## src/rtl/if_prefetch_queue_if.sv

```systemverilog
// Bundle of the instruction-memory fetch port and the decode-side queue port
// for if_prefetch_queue; master is the queue, slave is memory plus decode.
interface if_prefetch_queue_if #(
    parameter int DEPTH = 4
);
    localparam int CW = $clog2(DEPTH) + 1;

    logic          imem_req_o;
    logic [31:0]   imem_addr_o;
    logic          imem_ack_i;
    logic [31:0]   imem_data_i;
    logic          deq_i;
    logic          redirect_i;
    logic [31:0]   redirect_pc_i;
    logic          valid_o;
    logic [31:0]   instr_o;
    logic [31:0]   pc_next_o;
    logic [CW-1:0] count_o;

    modport master (
        output imem_req_o, imem_addr_o, valid_o, instr_o, pc_next_o, count_o,
        input  imem_ack_i, imem_data_i, deq_i, redirect_i, redirect_pc_i
    );

    modport slave (
        input  imem_req_o, imem_addr_o, valid_o, instr_o, pc_next_o, count_o,
        output imem_ack_i, imem_data_i, deq_i, redirect_i, redirect_pc_i
    );
endinterface

```

## src/rtl/if_prefetch_queue.sv

```systemverilog
// Instruction prefetch queue: one outstanding fetch at a time, DEPTH-entry FIFO
// towards decode, redirect flush. Define IFQ_BYPASS_EN for same-cycle ack bypass.
module if_prefetch_queue #(
    parameter int          DEPTH    = 4,
    parameter logic [31:0] RESET_PC = 32'd0
) (
    input logic                  clk_i,
    input logic                  rst_i,
    if_prefetch_queue_if.master  bus
);
    localparam int AW = $clog2(DEPTH);
    localparam int CW = AW + 1;

    typedef enum logic [1:0] {IDLE, WAIT, DISCARD} state_t;

    state_t        state;
    state_t        state_nxt;
    logic [31:0]   fetch_pc;
    logic [31:0]   fetch_pc_inc;
    logic [AW-1:0] head;
    logic [AW-1:0] tail;
    logic [CW-1:0] count;
    logic [CW-1:0] count_post;
    logic [31:0]   mem_instr [DEPTH];
    logic [31:0]   mem_pcn   [DEPTH];

    logic ack_wait;
    logic has_head;
    logic bypass_hit;
    logic push;
    logic pop;

    assign fetch_pc_inc = fetch_pc + 32'd4;
    assign ack_wait     = (state == WAIT) && bus.imem_ack_i;
    assign has_head     = (count != '0);

`ifdef IFQ_BYPASS_EN
    assign bypass_hit = ack_wait && !has_head && !bus.redirect_i;
`else
    assign bypass_hit = 1'b0;
`endif

    // A bypassed word consumed by decode in the same cycle never enters the FIFO.
    assign pop  = bus.deq_i && has_head && !bus.redirect_i;
    assign push = ack_wait && !bus.redirect_i && !(bypass_hit && bus.deq_i);

    always_comb begin
        count_post = count + CW'(push) - CW'(pop);
    end

    always_ff @(posedge clk_i or posedge rst_i) begin
        if (rst_i) begin
            state <= IDLE;
        end else begin
            state <= state_nxt;
        end
    end

    always_comb begin
        state_nxt = state;
        case (state)
            IDLE: begin
                if (!bus.redirect_i && (count < CW'(DEPTH))) begin
                    state_nxt = WAIT;
                end
            end
            WAIT: begin
                if (bus.redirect_i) begin
                    state_nxt = bus.imem_ack_i ? IDLE : DISCARD;
                end else if (bus.imem_ack_i) begin
                    state_nxt = (count_post < CW'(DEPTH)) ? WAIT : IDLE;
                end
            end
            DISCARD: begin
                if (bus.imem_ack_i) begin
                    state_nxt = IDLE;
                end
            end
            default: state_nxt = IDLE;
        endcase
    end

    always_ff @(posedge clk_i or posedge rst_i) begin
        if (rst_i) begin
            fetch_pc <= RESET_PC;
            head     <= '0;
            tail     <= '0;
            count    <= '0;
        end else if (bus.redirect_i) begin
            fetch_pc <= bus.redirect_pc_i;
            head     <= '0;
            tail     <= '0;
            count    <= '0;
        end else begin
            if (ack_wait) begin
                fetch_pc <= fetch_pc_inc;
            end
            if (push) begin
                tail <= tail + 1'b1;
            end
            if (pop) begin
                head <= head + 1'b1;
            end
            count <= count_post;
        end
    end

    // Storage carries no reset; occupancy alone decides what is visible.
    always_ff @(posedge clk_i) begin
        if (push) begin
            mem_instr[tail] <= bus.imem_data_i;
            mem_pcn[tail]   <= fetch_pc_inc;
        end
    end

    always_comb begin
        bus.imem_req_o  = (state != IDLE);
        bus.imem_addr_o = fetch_pc;
        bus.count_o     = count;
        bus.valid_o     = has_head || bypass_hit;
        bus.instr_o     = '0;
        bus.pc_next_o   = '0;
        if (has_head) begin
            bus.instr_o   = mem_instr[head];
            bus.pc_next_o = mem_pcn[head];
        end else if (bypass_hit) begin
            bus.instr_o   = bus.imem_data_i;
            bus.pc_next_o = fetch_pc_inc;
        end
    end
endmodule

```

## src/flat_wrapper.sv

```systemverilog
// flat-port wrapper written by rule: the top's interface ports become plain ports
module if_prefetch_queue_flat 
#(
    parameter int          DEPTH    = 4,
    parameter logic [31:0] RESET_PC = 32'd0
)
  (clk_i, rst_i, bus_imem_req_o, bus_imem_addr_o, bus_valid_o, bus_instr_o, bus_pc_next_o, bus_count_o, bus_imem_ack_i, bus_imem_data_i, bus_deq_i, bus_redirect_i, bus_redirect_pc_i);
  if_prefetch_queue_if #(.DEPTH(DEPTH)) bus_i ();
  input logic clk_i;
  input logic rst_i;
  output wire logic [$bits(bus_i.imem_req_o)-1:0] bus_imem_req_o;
  output wire logic [$bits(bus_i.imem_addr_o)-1:0] bus_imem_addr_o;
  output wire logic [$bits(bus_i.valid_o)-1:0] bus_valid_o;
  output wire logic [$bits(bus_i.instr_o)-1:0] bus_instr_o;
  output wire logic [$bits(bus_i.pc_next_o)-1:0] bus_pc_next_o;
  output wire logic [$bits(bus_i.count_o)-1:0] bus_count_o;
  input wire logic [$bits(bus_i.imem_ack_i)-1:0] bus_imem_ack_i;
  input wire logic [$bits(bus_i.imem_data_i)-1:0] bus_imem_data_i;
  input wire logic [$bits(bus_i.deq_i)-1:0] bus_deq_i;
  input wire logic [$bits(bus_i.redirect_i)-1:0] bus_redirect_i;
  input wire logic [$bits(bus_i.redirect_pc_i)-1:0] bus_redirect_pc_i;
  assign bus_imem_req_o = bus_i.imem_req_o;
  assign bus_imem_addr_o = bus_i.imem_addr_o;
  assign bus_valid_o = bus_i.valid_o;
  assign bus_instr_o = bus_i.instr_o;
  assign bus_pc_next_o = bus_i.pc_next_o;
  assign bus_count_o = bus_i.count_o;
  assign bus_i.imem_ack_i = bus_imem_ack_i;
  assign bus_i.imem_data_i = bus_imem_data_i;
  assign bus_i.deq_i = bus_deq_i;
  assign bus_i.redirect_i = bus_redirect_i;
  assign bus_i.redirect_pc_i = bus_redirect_pc_i;
  if_prefetch_queue #(.DEPTH(DEPTH), .RESET_PC(RESET_PC)) u_core (.clk_i(clk_i), .rst_i(rst_i), .bus(bus_i));
endmodule
```

## config.mk

```make
export PLATFORM = sky130hd
export DESIGN_NAME = if_prefetch_queue_flat
export DESIGN_NICKNAME = d
export VERILOG_FILES = /design/src/rtl/if_prefetch_queue_if.sv /design/src/rtl/if_prefetch_queue.sv /design/src/flat_wrapper.sv
export SDC_FILE = /design/constraint.sdc
export NUM_CORES = 1
export LEC_CHECK = 0
export BUFFER_PORTS_ARGS = -buffer_cell sky130_fd_sc_hd__buf_2
export CORE_MARGIN = 2
export CORE_UTILIZATION = 50
export CTS_BUF_LIST = sky130_fd_sc_hd__clkbuf_2
export CTS_CLUSTER_SIZE = 14
export DETAILED_ROUTE_END_ITERATION = 6
export PLACE_DENSITY = 0.83
export SYNTH_ARGS = -nofsm -noshare
export SYNTH_HDL_FRONTEND = slang
export SYNTH_SLANG_ARGS = --single-unit
```

## constraint.sdc

```tcl
create_clock -name clk_i -period 2.89 [get_ports clk_i]
set_input_delay 0.7225 -clock clk_i [delete_from_list [all_inputs] [get_ports clk_i]]
set_output_delay 0.7225 -clock clk_i [all_outputs]
set_load 0.005 [all_outputs]
```

### Word level (Yosys, flattened, before mapping)

Memories as Yosys holds them, arrays and structs flattened.
Index checks and enable logic that the tools add are counted.

* logic and storage cells: 50
* memories: 2
* input port bits: 69
* bits in writable memories: 256
* output and inout port bits: 101
* flip-flop bits (word level): 41

* eq/ne operators: 5
* add/sub/neg operators: 5
* magnitude comparators: 2
* reduce and logical (&&, ||, !) cells: 13
* mux-type cells: 18

Memories
* u_core.mem_instr: words 4, bits a word 32, rd ports 1, clocked after Yosys merged registers in 0, wr ports 1, RTL line if_prefetch_queue.sv:24 `logic [31:0] mem_instr [DEPTH];`
* u_core.mem_pcn: words 4, bits a word 32, rd ports 1, clocked after Yosys merged registers in 0, wr ports 1, RTL line if_prefetch_queue.sv:25 `logic [31:0] mem_pcn [DEPTH];`

Operator list (number)
* $mux 32: 4
* $add 32x3->32 const B: 1
* $mux 2: 9
* $reduce_bool 2->1: 4
* $lt 3x3->1 const B: 2
* $pmux 2 s3: 1
* $logic_and 1x1->1: 5
* $add 2x1->2 const B: 2
* $add 3x1->3: 1
* $mux 1: 3
* $mux 3: 1
* $ne 3x3->1 const B: 1
* $reduce_and 3->1: 1
* $reduce_bool 3->1: 1
* $sub 3x1->3: 1
* $eq 2x1->1 const B: 1
* $eq 2x2->1 const B: 1
* $logic_not 2->1: 1
* $ne 2x1->1 const B: 1
* $ne 2x2->1 const B: 1
* $logic_not 1->1: 1

### Logic depth before layout (Yosys ltp)

* depth after elaboration: 10
* mapped depth: 13

### Worst setup path after synthesis

No wires, ideal clock.

* path type: input port to flip-flop
* start point: in bus_redirect_i
* end point: reg u_core.state[0]
* arrival: 3.135 ns
* path slack: -0.370 ns
* stages on the path: 13
* buffers on the path: 3
* path through: clkbuf_1 > clkbuf_1 > buf_1 > nor2_1 > ha_1 > inv_1 > ha_1 > inv_1 > fa_1 > xnor2_1 > nand2_1 > o21ai_0 > a2111oi_0

* longest elaborated chain between the ends: 9
* elaborated cells between the ends (all ways): 14

RTL lines
* start: declaration: RTL line flat_wrapper.sv:20 `input wire logic [$bits(bus_i.redirect_i)-1:0] bus_redirect_i;`
* $logic_not 1->1: RTL line if_prefetch_queue.sv:44, if_prefetch_queue.sv:45, if_prefetch_queue.sv:63
* $logic_and 1x1->1: RTL line if_prefetch_queue.sv:45 `assign push = ack_wait && !bus.redirect_i && !(bypass_hit && bus.deq_i);`
* $add 3x1->3: RTL line if_prefetch_queue.sv:48 `count_post = count + CW'(push) - CW'(pop);`
* $sub 3x1->3: RTL line if_prefetch_queue.sv:48
* $lt 3x3->1: RTL line if_prefetch_queue.sv:71 `state_nxt = (count_post < CW'(DEPTH)) ? WAIT : IDLE;`
* $mux 1: RTL line if_prefetch_queue.sv:71
* $mux 2: RTL line if_prefetch_queue.sv:70 `end else if (bus.imem_ack_i) begin`
* $mux 2: RTL line if_prefetch_queue.sv:68 `if (bus.redirect_i) begin`
* $pmux 2 s3: RTL line if_prefetch_queue.sv:61 `case (state)`
* end signal: assignment: RTL line if_prefetch_queue.sv:55 `state <= state_nxt;`
* end: declaration: RTL line if_prefetch_queue.sv:16 `state_t state;`

Parallel ways exist; a longest one is shown, timed or not. The select of a mux whose other input is x is not followed.
A chain may end at the register's enable or synchronous reset.

### Final worst setup path

* start point: reg u_core.head[0]
* end point: out bus_instr_o[7]

* longest elaborated chain between the ends: 2

RTL lines
* start: declaration: RTL line if_prefetch_queue.sv:20 `logic [AW-1:0] head;`
* start signal: assignment: RTL line if_prefetch_queue.sv:102 `head <= head + 1'b1;`
* $mem_v2 4x32
* $mux 32: RTL line if_prefetch_queue.sv:123 `if (has_head) begin`
* end: declaration: RTL line flat_wrapper.sv:14 `output wire logic [$bits(bus_i.instr_o)-1:0] bus_instr_o;`

Every way passes these cells.

==> results.ini <==
[synth]
synth_fa_ha_area_frac=0.008605
syn_inst=741
ys.flop_type=edfxtp_1
synthTopCellsByCount=edfxtp_1, and2_1, mux4_2
synth-simple-area-share=0.1012
synth.most_common_cell=edfxtp_1
yosysSeqAreaShare=0.6968
synth_top_area_cell=edfxtp_1
muxShareOfSynthArea=0.1188
synth_area_mm2=0.01250
ys_types=54
synth_xor_area_frac=0.03152
synth_top_family_by_area=multiplexers
yosys_warnings=0
synth_top_area_share=0.6148
synth-seq-cells=297
synth_compound_area_frac=0.02341
syn-num-nets=818
syn_area_per_cell_um2=16.88
synthTopCellsByArea=edfxtp_1, mux4_2, dfrtp_1, and2_1, xnor2_1
async_flop_share=0.1380
synth_enable_flop_cells=256

[worst_setup_path]
crit_start=u_core.head[0]$_DFFE_PP0P_
cp-end-kind=primary output
worstPathRequired_ns=2.17
crit_path_max_fanout=6
criticalPathCategory=reg -> out
r2r-start=u_core.bus.count_o[1]$_DFF_PP0_
cp_data_arrival_time_ns=2.40
crit_path_start_kind=flip-flop

[cts]
clockRootBuffer=clkbuf_2
htreeDepth=3
path_clk_slew_ns=0.11
cts_tree=done
clk_latency_ns=0.81
clk_path_buf_depth=3
cts_sinks=297
cts_buffers=75

[global_routing]
grt_use_met1=0.2955
grt_usage=0.2136
grt_max_degree=67
met2_usage=0.3456
antenna_found_initial=0
use_met3=0.04928
grt_pass1_vias=7740
grt_pass1_wl_um=42540
grt-busiest-layer=met2
gr-total-overflow=0

[floorplanning]
dieHeight_um=162.1
die_width_um=162.1
core_mm2=0.02446
die_area_mm2=0.02629
initial_core_util=0.5112
boundaryPins=170
fp-row-count=57

[route]
ant_nets=0
remaining_drc_errors=0
num_vias=7624
wire_per_inst_um=20.24
vias_per_cell=5.573
drtIter0Drc=667
wirelength_um=27690
dr.pass1.iters=6

[sta]
finalSetupTns_ns=-10.93
worstMarginPinSlew_ns=0.5756
skew_ns=0.05709
drv_slew=0
fmax_ghz=0.3199
hold_violations=0
finalCritPeriodShare=1.082
setup_violations=64
setup_ws_ns=-0.2362
slew_headroom=0.6163
fin_crit_ns=3.126
grt_setup_unrepaired=yes

[run_status]
status=finished, violations left
violations=setup timing

[cells_and_area]
diodes=0
regArea_mm2=0.008721
fin_area_mm2=0.01520
fillers=1799
final_cell_count_no_fill=1368
drive_gt1_frac=0.4320
final_util=0.6212
nNetsFinal=1066
area_delta_synth_final_pct=21.52
multi_input_area_mm2=0.003671

[place]
place_congestion=0.8305
io_buffer_count=169
dpl.cell_count=1224
dp_hpwl_um=17270
placedInstanceArea_mm2=0.01397
dp_slack_ns=0.1336

[power_and_ir_drop]
p_per_area_mw_per_mm2=737.3
p_leak_nw=5.611
vdd_ir_drop_max_mv=0.5365

[job]
drv_cap=0

[worst_hold_path]
hold_class=in -> reg
hp-start=bus_redirect_pc_i[10]

[power breakdown]
part	switching (mW)	internal [mW]
registers	0.164	4.87
clock network	1.61	1.27
logic	1.40	1.89
total	3.17	8.04
[cells in the final DEF (no fill, tap or decap), types with 9 or more instances in the layout]
cell	Yosys	routed
nand2_1	40	39
buf_4	3	25
clkbuf_2	1	109
nor2_1	24	24
dfrtp_1	41	39
or4_1	9	9
nand3_1	18	18
buf_2	7	136
edfxtp_1	256	256
nor3_1	11	11
xor2_1	16	16
and2_1	66	30
clkinv_1	1	18
nor4_1	9	9
inv_1	14	13
xnor2_1	29	28
and2_4	0	36
mux4_2	64	64
buf_12	0	13
buf_6	1	35
o21ai_0	17	17
nand4_1	9	9
[final timing paths]
| kind | to | slack (ns) | cells after the start |
|---|---|---|---|
| min reg2reg | u_core.mem_pcn[1][1]$_DFFE_PP_ | 0.54 | 0 |
| max in group asynchronous | u_core.head[0]$_DFFE_PP0P_ | 1.81 | 4 |
| min in group asynchronous | u_core.bus.imem_addr_o[9]$_DFFE_PP0N_ | 0.60 | 4 |
| min | u_core.bus.imem_addr_o[10]$_DFFE_PP0N_ | 0.11 | 3 |
| max reg2reg | u_core.state[0]$_DFFE_PP0P_ | 0.27 | 12 |
| max | bus_instr_o[7] | -0.24 | 6 |
[final cells by class]
| class | instances | share of cell area |
|---|---|---|
| Inverter | 15 | 0.003705 |
| Tap cell | 324 | 0.02668 |
| Multi-Input combinational cell | 386 | 0.2416 |
| Clock buffer | 109 | 0.03590 |
| Clock inverter | 23 | 0.01095 |
| Timing Repair Buffer | 214 | 0.1073 |
| Sequential cell | 297 | 0.5739 |
[per-layer routing]
layer	wire length [um]	vias up	part of all wire
li1	-	3421	-
met1	11450	3811	0.41
met2	13690	365	0.49
met3	2220	27	0.080
met4	337	0	0.012
met5	0	-	0
[logic make-up (layout without fill, tap and decap cells)]
kind of cell    after synthesis  count (layout)
compound gates               45              45
mux                          68              68
fa+ha+maj                     8               8
flops                       297             297
buf+inv                      58             361
simple gates                220             220
xor+xnor                     45              45
[per-stage QoR]
step           hold slack [ns]  power, mW
6_report                0.1086      11.20
3_3_place_gp            0.5187      7.641
5_1_grt                0.05346      11.82
3_5_place_dp            0.5343      7.696
2_1_floorplan           0.4832      6.625
4_1_cts                0.02307      11.19
[repair_timing]
action,in CTS,in global routing
resized for setup,50,33
hold endpoints to repair,32,0
hold buffers,1,0
gates cloned,3,0
setup buffers,9,0
pin swaps,2,1
endpoints found under the setup margin,65,66
[state kept, by name, summed over array words and instances, names as in the netlist]
signal,flops
u_core.head,2
u_core.bus.count_o,3
u_core.state,2
u_core.tail,2
u_core.mem_pcn,128
u_core.mem_instr,128
u_core.bus.imem_addr_o,32
[worst max-delay path: stages (launching register included)]
cell     delay [ns]
dfrtp_4        0.50
buf_12         0.16
buf_12         0.14
buf_16         0.14
mux4_2         0.42
and2_4         0.17
buf_6          0.10
Note: power is estimated with default switching activity, not from simulation.
